$ cat config.mk
export PLATFORM = sky130hd
export DESIGN_NAME = pdm_playback_ctrl_flat
export DESIGN_NICKNAME = d
export VERILOG_FILES = /design/src/rtl/pdm_ctrl_pkg.sv /design/src/rtl/pdm_playback_ctrl_if.sv /design/src/rtl/pdm_rr_arb.sv /design/src/rtl/pdm_playback_ctrl.sv /design/src/flat_wrapper.sv
export SDC_FILE = /design/constraint.sdc
export NUM_CORES = 1
export LEC_CHECK = 0
export CORE_AREA = 2 2 84 86
export CTS_BUF_LIST = sky130_fd_sc_hd__clkbuf_8
export CTS_CLUSTER_DIAMETER = 30
export DETAILED_ROUTE_END_ITERATION = 6
export DIE_AREA = 0 0 86 88
export PLACE_DENSITY_LB_ADDON = 0.05
export SYNTH_ARGS = -nofsm -noshare
export SYNTH_HDL_FRONTEND = slang
export SYNTH_SLANG_ARGS = --single-unit
$ cat constraint.sdc
create_clock -name clk_i -period 5.8 [get_ports clk_i]
set_clock_uncertainty 0.15 [all_clocks]
set_input_delay 1.16 -clock clk_i [delete_from_list [all_inputs] [get_ports clk_i]]
set_output_delay 1.16 -clock clk_i [all_outputs]
set_load 0.02 [all_outputs]
$ cat src/rtl/pdm_ctrl_pkg.sv
// ---------------------------------------------------------------------------
// pdm_ctrl_pkg
// Shared types and constants for the PDM playback controller slice.
//   pdm_ctrl_state_t   : controller sequencing states
//   PDM_NR_OF_BITS     : PDM word width shared with the serializer
//   PDM_SILENCE        : 50 %-density word emitted on underrun and when idle
//   PDM_UNDERRUN_CNT_W : width of the optional underrun counter
// ---------------------------------------------------------------------------
package pdm_ctrl_pkg;

  localparam int          PDM_NR_OF_BITS     = 32;
  localparam logic [31:0] PDM_SILENCE        = 32'hAAAA_AAAA;
  localparam int          PDM_UNDERRUN_CNT_W = 16;

  typedef enum logic [1:0] {
    ST_IDLE  = 2'd0,
    ST_PRIME = 2'd1,
    ST_PLAY  = 2'd2,
    ST_DRAIN = 2'd3
  } pdm_ctrl_state_t;

endpackage : pdm_ctrl_pkg

$ cat src/rtl/pdm_playback_ctrl_if.sv
// ---------------------------------------------------------------------------
// pdm_playback_ctrl_if
// Word-stream bus between the audio sources and the playback controller.
//   src_valid : per-source word valid            (source -> controller)
//   src_data  : per-source word, source k at [k*C_NR_OF_BITS +: C_NR_OF_BITS]
//   src_last  : last word of a source burst      (source -> controller)
//   src_ready : per-source ready                 (controller -> source)
//   grant     : one-hot current grant            (controller -> source)
// Modports: master = source side, slave = controller side.
// ---------------------------------------------------------------------------
interface pdm_playback_ctrl_if #(
  parameter int C_NR_SRC     = 2,
  parameter int C_NR_OF_BITS = 32
);

  logic [C_NR_SRC-1:0]              src_valid;
  logic [C_NR_SRC*C_NR_OF_BITS-1:0] src_data;
  logic [C_NR_SRC-1:0]              src_last;
  logic [C_NR_SRC-1:0]              src_ready;
  logic [C_NR_SRC-1:0]              grant;

  modport master (output src_valid, src_data, src_last, input  src_ready, grant);
  modport slave  (input  src_valid, src_data, src_last, output src_ready, grant);

endinterface : pdm_playback_ctrl_if

$ cat src/rtl/pdm_rr_arb.sv
// ---------------------------------------------------------------------------
// pdm_rr_arb
// Two-requester round-robin arbiter with burst lock.
//   clk_i, rst_ni : clock, asynchronous active-low reset
//   req           : per-requester request (already qualified by the caller)
//   accept        : a word was transferred from the granted requester
//   last          : that transfer closed the burst
//   grant         : one-hot grant, zero when nothing is granted
// While unlocked the grant follows req; the first accepted non-last word
// locks it until the transfer carrying last, after which it is free again.
// ---------------------------------------------------------------------------
module pdm_rr_arb (
  input  logic       clk_i,
  input  logic       rst_ni,
  input  logic [1:0] req,
  input  logic       accept,
  input  logic       last,
  output logic [1:0] grant
);

  logic       lock_q, lock_d;
  logic [1:0] gnt_q, gnt_d;
  logic       prio_q, prio_d;   // requester that wins a tie
  logic [1:0] pick;

  always_comb begin
    pick = req;
    if (req == 2'b11) pick = prio_q ? 2'b10 : 2'b01;
  end

  assign grant = lock_q ? gnt_q : pick;

  always_comb begin
    lock_d = lock_q;
    gnt_d  = gnt_q;
    prio_d = prio_q;
    if (accept) begin
      // The requester just served loses the next tie.
      prio_d = grant[0];
      if (last) begin
        lock_d = 1'b0;
      end else begin
        lock_d = 1'b1;
        gnt_d  = grant;
      end
    end
  end

  always_ff @(posedge clk_i or negedge rst_ni) begin
    if (!rst_ni) begin
      lock_q <= 1'b0;
      gnt_q  <= 2'b00;
      prio_q <= 1'b0;
    end else begin
      lock_q <= lock_d;
      gnt_q  <= gnt_d;
      prio_q <= prio_d;
    end
  end

endmodule : pdm_rr_arb

$ cat src/rtl/pdm_playback_ctrl.sv
// ---------------------------------------------------------------------------
// pdm_playback_ctrl
// Sequencing and arbitration controller in front of the PDM serializer.
// Prefetches one word from the granted source and hands it to the serializer
// on every word-done pulse; emits silence on underrun and while idle.
//   clk_i, rst_ni  : clock, asynchronous active-low reset
//   start_i/stop_i : single-cycle playback start / stop (stop wins)
//   busy_o         : controller not in IDLE
//   src            : source word-stream bus (pdm_playback_ctrl_if.slave)
//   ser_en_o       : serializer enable (PLAY and DRAIN)
//   ser_done_i     : serializer word-done pulse
//   ser_data_o     : serializer parallel word, registered
//   underrun_o     : one-cycle pulse per underrun, aligned with ser_data_o
//   underrun_cnt_o : saturating underrun count, only with PDM_UNDERRUN_CNT_EN
// ---------------------------------------------------------------------------
module pdm_playback_ctrl
  import pdm_ctrl_pkg::*;
#(
  parameter int                      C_NR_OF_BITS = PDM_NR_OF_BITS,
  parameter int                      C_NR_SRC     = 2,
  parameter logic [C_NR_OF_BITS-1:0] C_SILENCE    = PDM_SILENCE
) (
  input  logic                    clk_i,
  input  logic                    rst_ni,
  input  logic                    start_i,
  input  logic                    stop_i,
  output logic                    busy_o,
  pdm_playback_ctrl_if.slave      src,
  output logic                    ser_en_o,
  input  logic                    ser_done_i,
  output logic [C_NR_OF_BITS-1:0] ser_data_o,
  output logic                    underrun_o
`ifdef PDM_UNDERRUN_CNT_EN
  ,
  output logic [PDM_UNDERRUN_CNT_W-1:0] underrun_cnt_o
`endif
);

  pdm_ctrl_state_t         state_q, state_d;
  logic [C_NR_OF_BITS-1:0] pf_data_q, pf_data_d;
  logic                    pf_full_q, pf_full_d;
  logic [C_NR_OF_BITS-1:0] ser_data_q, ser_data_d;
  logic                    underrun_q, underrun_d;

  logic                    pf_open;
  logic [C_NR_SRC-1:0]     grant;
  logic [C_NR_SRC-1:0]     xfer;
  logic                    accept;
  logic                    acc_last;
  logic [C_NR_OF_BITS-1:0] acc_data;
  logic                    start_ok;

  // Sources may only be served while the prefetch slot is free and playing.
  assign pf_open  = ((state_q == ST_PRIME) || (state_q == ST_PLAY)) && !pf_full_q;
  assign xfer     = src.src_valid & src.src_ready;
  assign accept   = |xfer;
  assign acc_last = |(xfer & src.src_last);
  assign acc_data = grant[1] ? src.src_data[C_NR_OF_BITS +: C_NR_OF_BITS]
                             : src.src_data[0 +: C_NR_OF_BITS];
  assign start_ok = (state_q == ST_IDLE) && start_i && !stop_i;

  pdm_rr_arb u_arb (
    .clk_i  (clk_i),
    .rst_ni (rst_ni),
    .req    (src.src_valid & {C_NR_SRC{pf_open}}),
    .accept (accept),
    .last   (acc_last),
    .grant  (grant)
  );

  assign src.grant     = grant;
  assign src.src_ready = grant & {C_NR_SRC{pf_open}};

  assign busy_o     = (state_q != ST_IDLE);
  assign ser_en_o   = (state_q == ST_PLAY) || (state_q == ST_DRAIN);
  assign ser_data_o = ser_data_q;
  assign underrun_o = underrun_q;

  always_comb begin
    // NOTE: every always_comb output gets a default first so no path infers a latch.
    state_d    = state_q;
    pf_data_d  = pf_data_q;
    pf_full_d  = pf_full_q;
    ser_data_d = ser_data_q;
    underrun_d = 1'b0;
    unique case (state_q)
      ST_IDLE: begin
        ser_data_d = C_SILENCE;
        if (start_ok) state_d = ST_PRIME;
      end
      ST_PRIME: begin
        if (stop_i) begin
          state_d   = ST_IDLE;
          pf_full_d = 1'b0;
        end else if (accept) begin
          pf_data_d = acc_data;
          pf_full_d = 1'b1;
          state_d   = ST_PLAY;
        end
      end
      ST_PLAY: begin
        if (ser_done_i) begin
          if (pf_full_q) begin
            ser_data_d = pf_data_q;
            pf_full_d  = 1'b0;
          end else begin
            ser_data_d = C_SILENCE;
            underrun_d = 1'b1;
          end
        end
        // An accept only happens with the slot empty, so it never collides
        // with the pop above; a same-cycle underrun keeps the new word.
        if (accept) begin
          pf_data_d = acc_data;
          pf_full_d = 1'b1;
        end
        if (stop_i) state_d = ST_DRAIN;
      end
      ST_DRAIN: begin
        if (ser_done_i) begin
          if (pf_full_q) begin
            ser_data_d = pf_data_q;
            pf_full_d  = 1'b0;
          end else begin
            ser_data_d = C_SILENCE;
            state_d    = ST_IDLE;
          end
        end
      end
      default: state_d = ST_IDLE;
    endcase
  end

  always_ff @(posedge clk_i or negedge rst_ni) begin
    if (!rst_ni) begin
      state_q    <= ST_IDLE;
      // NOTE: the prefetch data register is reset too, so no X can ever reach the serializer.
      pf_data_q  <= C_SILENCE;
      pf_full_q  <= 1'b0;
      ser_data_q <= C_SILENCE;
      underrun_q <= 1'b0;
    end else begin
      // NOTE: sequential state uses non-blocking assignments so every flop samples pre-edge values.
      state_q    <= state_d;
      pf_data_q  <= pf_data_d;
      pf_full_q  <= pf_full_d;
      ser_data_q <= ser_data_d;
      underrun_q <= underrun_d;
    end
  end

`ifdef PDM_UNDERRUN_CNT_EN
  logic [PDM_UNDERRUN_CNT_W-1:0] cnt_q, cnt_d;

  always_comb begin
    cnt_d = cnt_q;
    if (start_ok) begin
      cnt_d = '0;
    end else if (underrun_d && (cnt_q != {PDM_UNDERRUN_CNT_W{1'b1}})) begin
      cnt_d = cnt_q + PDM_UNDERRUN_CNT_W'(1);
    end
  end

  always_ff @(posedge clk_i or negedge rst_ni) begin
    if (!rst_ni) cnt_q <= '0;
    else         cnt_q <= cnt_d;
  end

  assign underrun_cnt_o = cnt_q;
`endif

endmodule : pdm_playback_ctrl

$ cat src/flat_wrapper.sv
// flat-port wrapper written by rule: the top's interface ports become plain ports
module pdm_playback_ctrl_flat import pdm_ctrl_pkg::*;
#(
  parameter int                      C_NR_OF_BITS = PDM_NR_OF_BITS,
  parameter int                      C_NR_SRC     = 2,
  parameter logic [C_NR_OF_BITS-1:0] C_SILENCE    = PDM_SILENCE
)
  (clk_i, rst_ni, start_i, stop_i, busy_o, ser_en_o, ser_done_i, ser_data_o, underrun_o, src_src_valid, src_src_data, src_src_last, src_src_ready, src_grant);
  pdm_playback_ctrl_if #(.C_NR_SRC(C_NR_SRC), .C_NR_OF_BITS(C_NR_OF_BITS)) src_i ();
  input  logic clk_i;
  input  logic rst_ni;
  input  logic start_i;
  input  logic stop_i;
  output logic busy_o;
  output logic ser_en_o;
  input  logic ser_done_i;
  output logic [C_NR_OF_BITS-1:0] ser_data_o;
  output logic underrun_o;
  input wire logic [$bits(src_i.src_valid)-1:0] src_src_valid;
  input wire logic [$bits(src_i.src_data)-1:0] src_src_data;
  input wire logic [$bits(src_i.src_last)-1:0] src_src_last;
  output wire logic [$bits(src_i.src_ready)-1:0] src_src_ready;
  output wire logic [$bits(src_i.grant)-1:0] src_grant;
  assign src_i.src_valid = src_src_valid;
  assign src_i.src_data = src_src_data;
  assign src_i.src_last = src_src_last;
  assign src_src_ready = src_i.src_ready;
  assign src_grant = src_i.grant;
  pdm_playback_ctrl #(.C_NR_OF_BITS(C_NR_OF_BITS), .C_NR_SRC(C_NR_SRC), .C_SILENCE(C_SILENCE)) u_core (.clk_i(clk_i), .rst_ni(rst_ni), .start_i(start_i), .stop_i(stop_i), .busy_o(busy_o), .src(src_i), .ser_en_o(ser_en_o), .ser_done_i(ser_done_i), .ser_data_o(ser_data_o), .underrun_o(underrun_o));
endmodule
* Yosys cells after proc, flatten, opt, wreduce, memory -nomap -nowiden
Cells that the tools add are included.
** Storage, ports and cells
- Register bits :: 72
- Input bits :: 73
- Output and inout port bits :: 39
- Word-level logic and storage cells :: 70
** Operators by class
- Equality and inequality tests :: 11
- Mux-type cells :: 26
- Bitwise operators :: 5
- Reduce and logical (&&, ||, !) cells :: 20
** Operator list (count)
- two-way mux 32 bit :: 5
- case mux 32 bit (2 select lines) :: 2
- two-way mux 2 bit :: 9
- AND 2 bit :: 4
- two-way mux 1 bit :: 8
- != test 2 bit, second input constant :: 4
- case mux 2 bit (4 select lines) :: 1
- AND reduction 2 bit :: 4
- equality test 2 bit, second input constant :: 3
- nonzero test 2 bit :: 3
- OR reduction 2 bit :: 3
- AND reduction 5 bit :: 1
- != test 2 x 1 -> 1 bit, second input constant :: 2
- logical AND 1 bit :: 3
- != test 3 x 2 -> 1 bit, second input constant :: 1
- case mux 1 bit (3 select lines) :: 1
- nonzero test 3 bit :: 1
- equality test 2 x 1 -> 1 bit, second input constant :: 1
- zero test 1 bit :: 2
- zero test 2 bit :: 1
- logical OR 1 bit :: 2
- NOT 1 bit :: 1

* Depth between registers and ports, before layout
- Depth in word-level cells :: 13
- Depth in mapped cells :: 8
- Depth with buffers taken out :: 7

* By module
A second synthesis with hierarchy kept.
** Second synthesis, totals
- Cell total of the unflattened synthesis :: 275
- Area total of the unflattened synthesis :: 3219.3 µm²
** By module, submodules not included
- pdm_playback_ctrl :: times used 1, cells an instance 258, area an instance 3017.9 µm², seq. area each 1741.7 µm²
- pdm_rr_arb :: times used 1, cells an instance 17, area an instance 201.4 µm², seq. area each 100.1 µm²

* Worst setup path before layout
OpenSTA, ideal clock, no wires.
- Path type :: input -> output
- Start point :: input port src_src_valid[0]
- End point :: output port src_src_ready[1]
- Arrival :: 2019 ps
- Slack :: 2471 ps
- Cell stages on the path :: 3
- Buffers on the path :: 0
- Cell sequence :: nor2b_1 or3_1 a21oi_1
** Between the ends
- Word-level cells in the longest chain between the ends :: 5
** Ends and longest elaborated chain
- start: declaration :: RTL line flat_wrapper.sv:19 : input wire logic [$bits(src_i.src_valid)-1:0] src_src_valid;
- AND 2 bit :: RTL line pdm_playback_ctrl.sv:65 : .req (src.src_valid & {C_NR_SRC{pf_open}}),
- equality test 2 bit :: RTL line pdm_rr_arb.sv:28 : if (req == 2'b11) pick = prio_q ? 2'b10 : 2'b01;
- two-way mux 2 bit :: RTL line pdm_rr_arb.sv:28
- two-way mux 2 bit :: RTL line pdm_rr_arb.sv:31 : assign grant = lock_q ? gnt_q : pick;
- AND 2 bit :: RTL line pdm_playback_ctrl.sv:72 : assign src.src_ready = grant & {C_NR_SRC{pf_open}};
- end: declaration :: RTL line flat_wrapper.sv:22 : output wire logic [$bits(src_i.src_ready)-1:0] src_src_ready;
Every way passes these cells.

* Worst setup path after layout
- Start point :: input port src_src_valid[1]
- End point :: output port src_src_ready[1]
** Between the ends
- Word-level cells in the longest chain between the ends :: 5
** Ends and longest elaborated chain (RTL line)
- AND 2 bit * :: pdm_playback_ctrl.sv:65
- equality test 2 bit :: pdm_rr_arb.sv:28
- two-way mux 2 bit * :: pdm_rr_arb.sv:28
- two-way mux 2 bit * :: pdm_rr_arb.sv:31
- AND 2 bit * :: pdm_playback_ctrl.sv:72
Mark *: on every way between the ends. The rest lies on a longest branch, timed or not.

==> impl_metrics.ini <==
[timing]
worstMarginPinSlew_ps = 866
hold_violations = 0
grt_setup_unrepaired = no
period_minus_slack_ps = 4340
final_max_slew_viol_count = 0
finalSetupTns_ps = 0
slew_headroom_pct = 42.2
clock.fmax_mhz = 230
min_period_over_period_pct = 74.8
setup_violations = 0

[finish]
n_antenna_cell = 0
drive_above_1_share_pct = 16.0
area.growth.synth_to_final_pct = 43.0
fillerInstances = 519
final_cell_mix = clkdlybuf4s50_1, dfrtp_1, nand2_1
final_common_cell = clkdlybuf4s50_1
fin_nets = 459

[global_route]
grt_pass1_wl_microns = 11600
antenna_found_initial = 0
grt.overflow.total = 0
grt_pass1_vias = 2464
grt_usage_pct = 19.9
grt_max_degree = 73

[drt]
first_pass_iters = 4
wl_per_cell_microns = 15.1
drt-initial-drc-count = 84
vias = 2497
routed_via_density = 5.35
postRouteAntennaNets = 0
drc_errors = 0
wirelength_microns = 7050

[critical_path]
setup.worst_path.end_class = output pin
critPathRequiredTime_ps = 4490
slowest_delay_ps = 630
r2r_slack_ps = 2750
path_cells = clkdlybuf4s50_1 > nand3b_4 > or3_1 > a21oi_1 > clkdlybuf4s50_1
critPathArrivalTime_ps = 3030
crit_fanout = 3
cp-start-kind = primary input
cpMostUsedCell = clkdlybuf4s50_1
r2r_cells = 7
crit_type = primary input to output pin
crit_slowest_cell = clkdlybuf4s50_1

[logic_synthesis]
ys.flop_type = dfrtp_1
ys_top_cells_by_area = dfrtp_1, dfstp_2, mux2i_1
yosys_register_bits = 72
avgSynthCellArea_sq_um = 11.8
synthArstFlopShare_pct = 100
syn_nets = 351
synth_cell_types = 38
synth_area_sq_um = 3240
netlist_instances = 274
netlist.area_leader.share_pct = 30.9
ys.warnings.count = 0
synth_edf_count = 0
seq_area_frac_synth_pct = 56.9
synth_top_area_cell = dfrtp_1

[cts]
numCtsBuffers = 9
cts.clk_slew.worst_paths_ps = 70
cts_resized = 0
cts_setup_buffers = 0
root_buffer = clkbuf_8
cts_hold_buf = 0
htreeDepth = 3
insertion_delay_ps = 330
cts.sinks = 72
clockBufferDepth = 2
cts_tree = yes

[die]
core-area_sq_um = 6640
die-area_sq_um = 7570
start_util_pct = 48.7
num_rows = 30
die_w_microns = 86
fp.dieH_microns = 88
io_pins = 112

[power_and_ir_drop]
power.total_mw = 2.21
power_density_nw_per_um2 = 478
ir_drop_mv = 0.196
cellLeakagePower_nw = 1.93

[placed_design]
place_congestion = 0.795
hpwl_microns = 5060
numPortBuffers = 111

[worst_hold_path]
hold_depth = 2
hp-class = flip-flop to flip-flop

[run_status]
outcome = completed

[run]
maxCapViolCount = 0
==> worst paths after layout <==
check                                                 from                                end
min                        u_core.pf_data_q[9]$_DFFE_PN1P_    u_core.pf_data_q[9]$_DFFE_PN1P_
max reg2reg                                      flip-flop   u_core.pf_data_q[26]$_DFFE_PN0P_
min in group asynchronous                           rst_ni        u_core.underrun_o$_DFF_PN0_
max in group asynchronous                           rst_ni  u_core.ser_data_o[24]$_DFFE_PN0P_
max                                       src_src_valid[1]                   src_src_ready[1]
min reg2reg                u_core.pf_data_q[9]$_DFFE_PN1P_    u_core.pf_data_q[9]$_DFFE_PN1P_
==> per-stage QoR <==
| stage | hold WS, ps | cell area [sq um] | cells | utilization, % | setup WS, ps |
|---|---|---|---|---|---|
| final | 317 | 4630 | 467 | 69.7 | 1460 |
| after global routing | 335 | 4630 | 467 | 69.7 | 1410 |
| after CTS | 318 | 4630 | 467 | 69.7 | 1450 |
| after detailed placement | 307 | 4380 | 451 | 66.0 | 1460 |
| after global placement | 302 | 4380 | 451 | 66.0 | 1510 |
| after floorplan | 294 | 3240 | 274 | - | 2470 |
==> cell families after synthesis <==
family	Yosys count	synth area share, %
compound gates	82	18.4
simple gates	58	8.89
mux	35	10.9
flops	72	56.9
buf+inv	23	3.32
fa+ha+maj	4	1.55
==> critical path: cells and delay by family <==
| family | cells | cell delay [ps] |
|---|---|---|
| buf+inv | 2 | 1180 |
| simple gates | 2 | 500 |
| compound gates | 1 | 190 |
==> flip-flops by register name, indices dropped and copies added, names as in the netlist, named ones only <==
name,cells
u_core.pf_data_q,32
u_core.ser_data_o,32
u_core.u_arb.gnt_q,2
u_core.pf_full_q,1
u_core.state_q,1
u_core.u_arb.lock_q,1
u_core.u_arb.prio_q,1
u_core.underrun_o,1
==> Yosys cell counts, types with 2 or more instances <==
| cell type | number |
|---|---|
| buf_4 | 3 |
| mux2i_1 | 32 |
| o21ai_1 | 11 |
| nand2b_1 | 4 |
| a21o_1 | 2 |
| a22o_1 | 16 |
| a21oi_1 | 5 |
| nor2_1 | 7 |
| clkbuf_2 | 2 |
| dfrtp_1 | 40 |
| inv_1 | 7 |
| o21ai_0 | 22 |
| nand2_1 | 35 |
| o22a_1 | 17 |
| clkbuf_1 | 5 |
| ha_1 | 4 |
| mux2_2 | 3 |
| o21a_1 | 2 |
| nor2b_1 | 2 |
| buf_2 | 6 |
| dfstp_2 | 32 |
==> power breakdown <==
group | switching (mW) | internal (mW) | leakage (nW)
clock network | 0.180 | 0.296 | 0.128
logic | 0.476 | 0.403 | 0.938
registers | 0.114 | 0.745 | 0.861
total | 0.770 | 1.44 | 1.93
==> layer usage <==
metal  vias up  global-route usage, %  part of all wire, %
li1       1202                      -                    -
met1      1186                   24.4                   41
met2        94                   33.5                   50
met3        15                   5.47                  6.0
met4         0                   8.08                  2.5
met5         -                      0                    0
==> area by class of cell <==
class	instances	area (sq um)	share of cell area, %
sequential	72	1840	39.8
multi-input combinational	179	1290	27.9
timing repair buffer	113	1120	24.3
clock buffer	10	138	2.97
clock inverter	6	108	2.32
tap	80	100	2.16
inverter	7	26.3	0.568
Note: power is estimated with default switching activity, not from simulation.
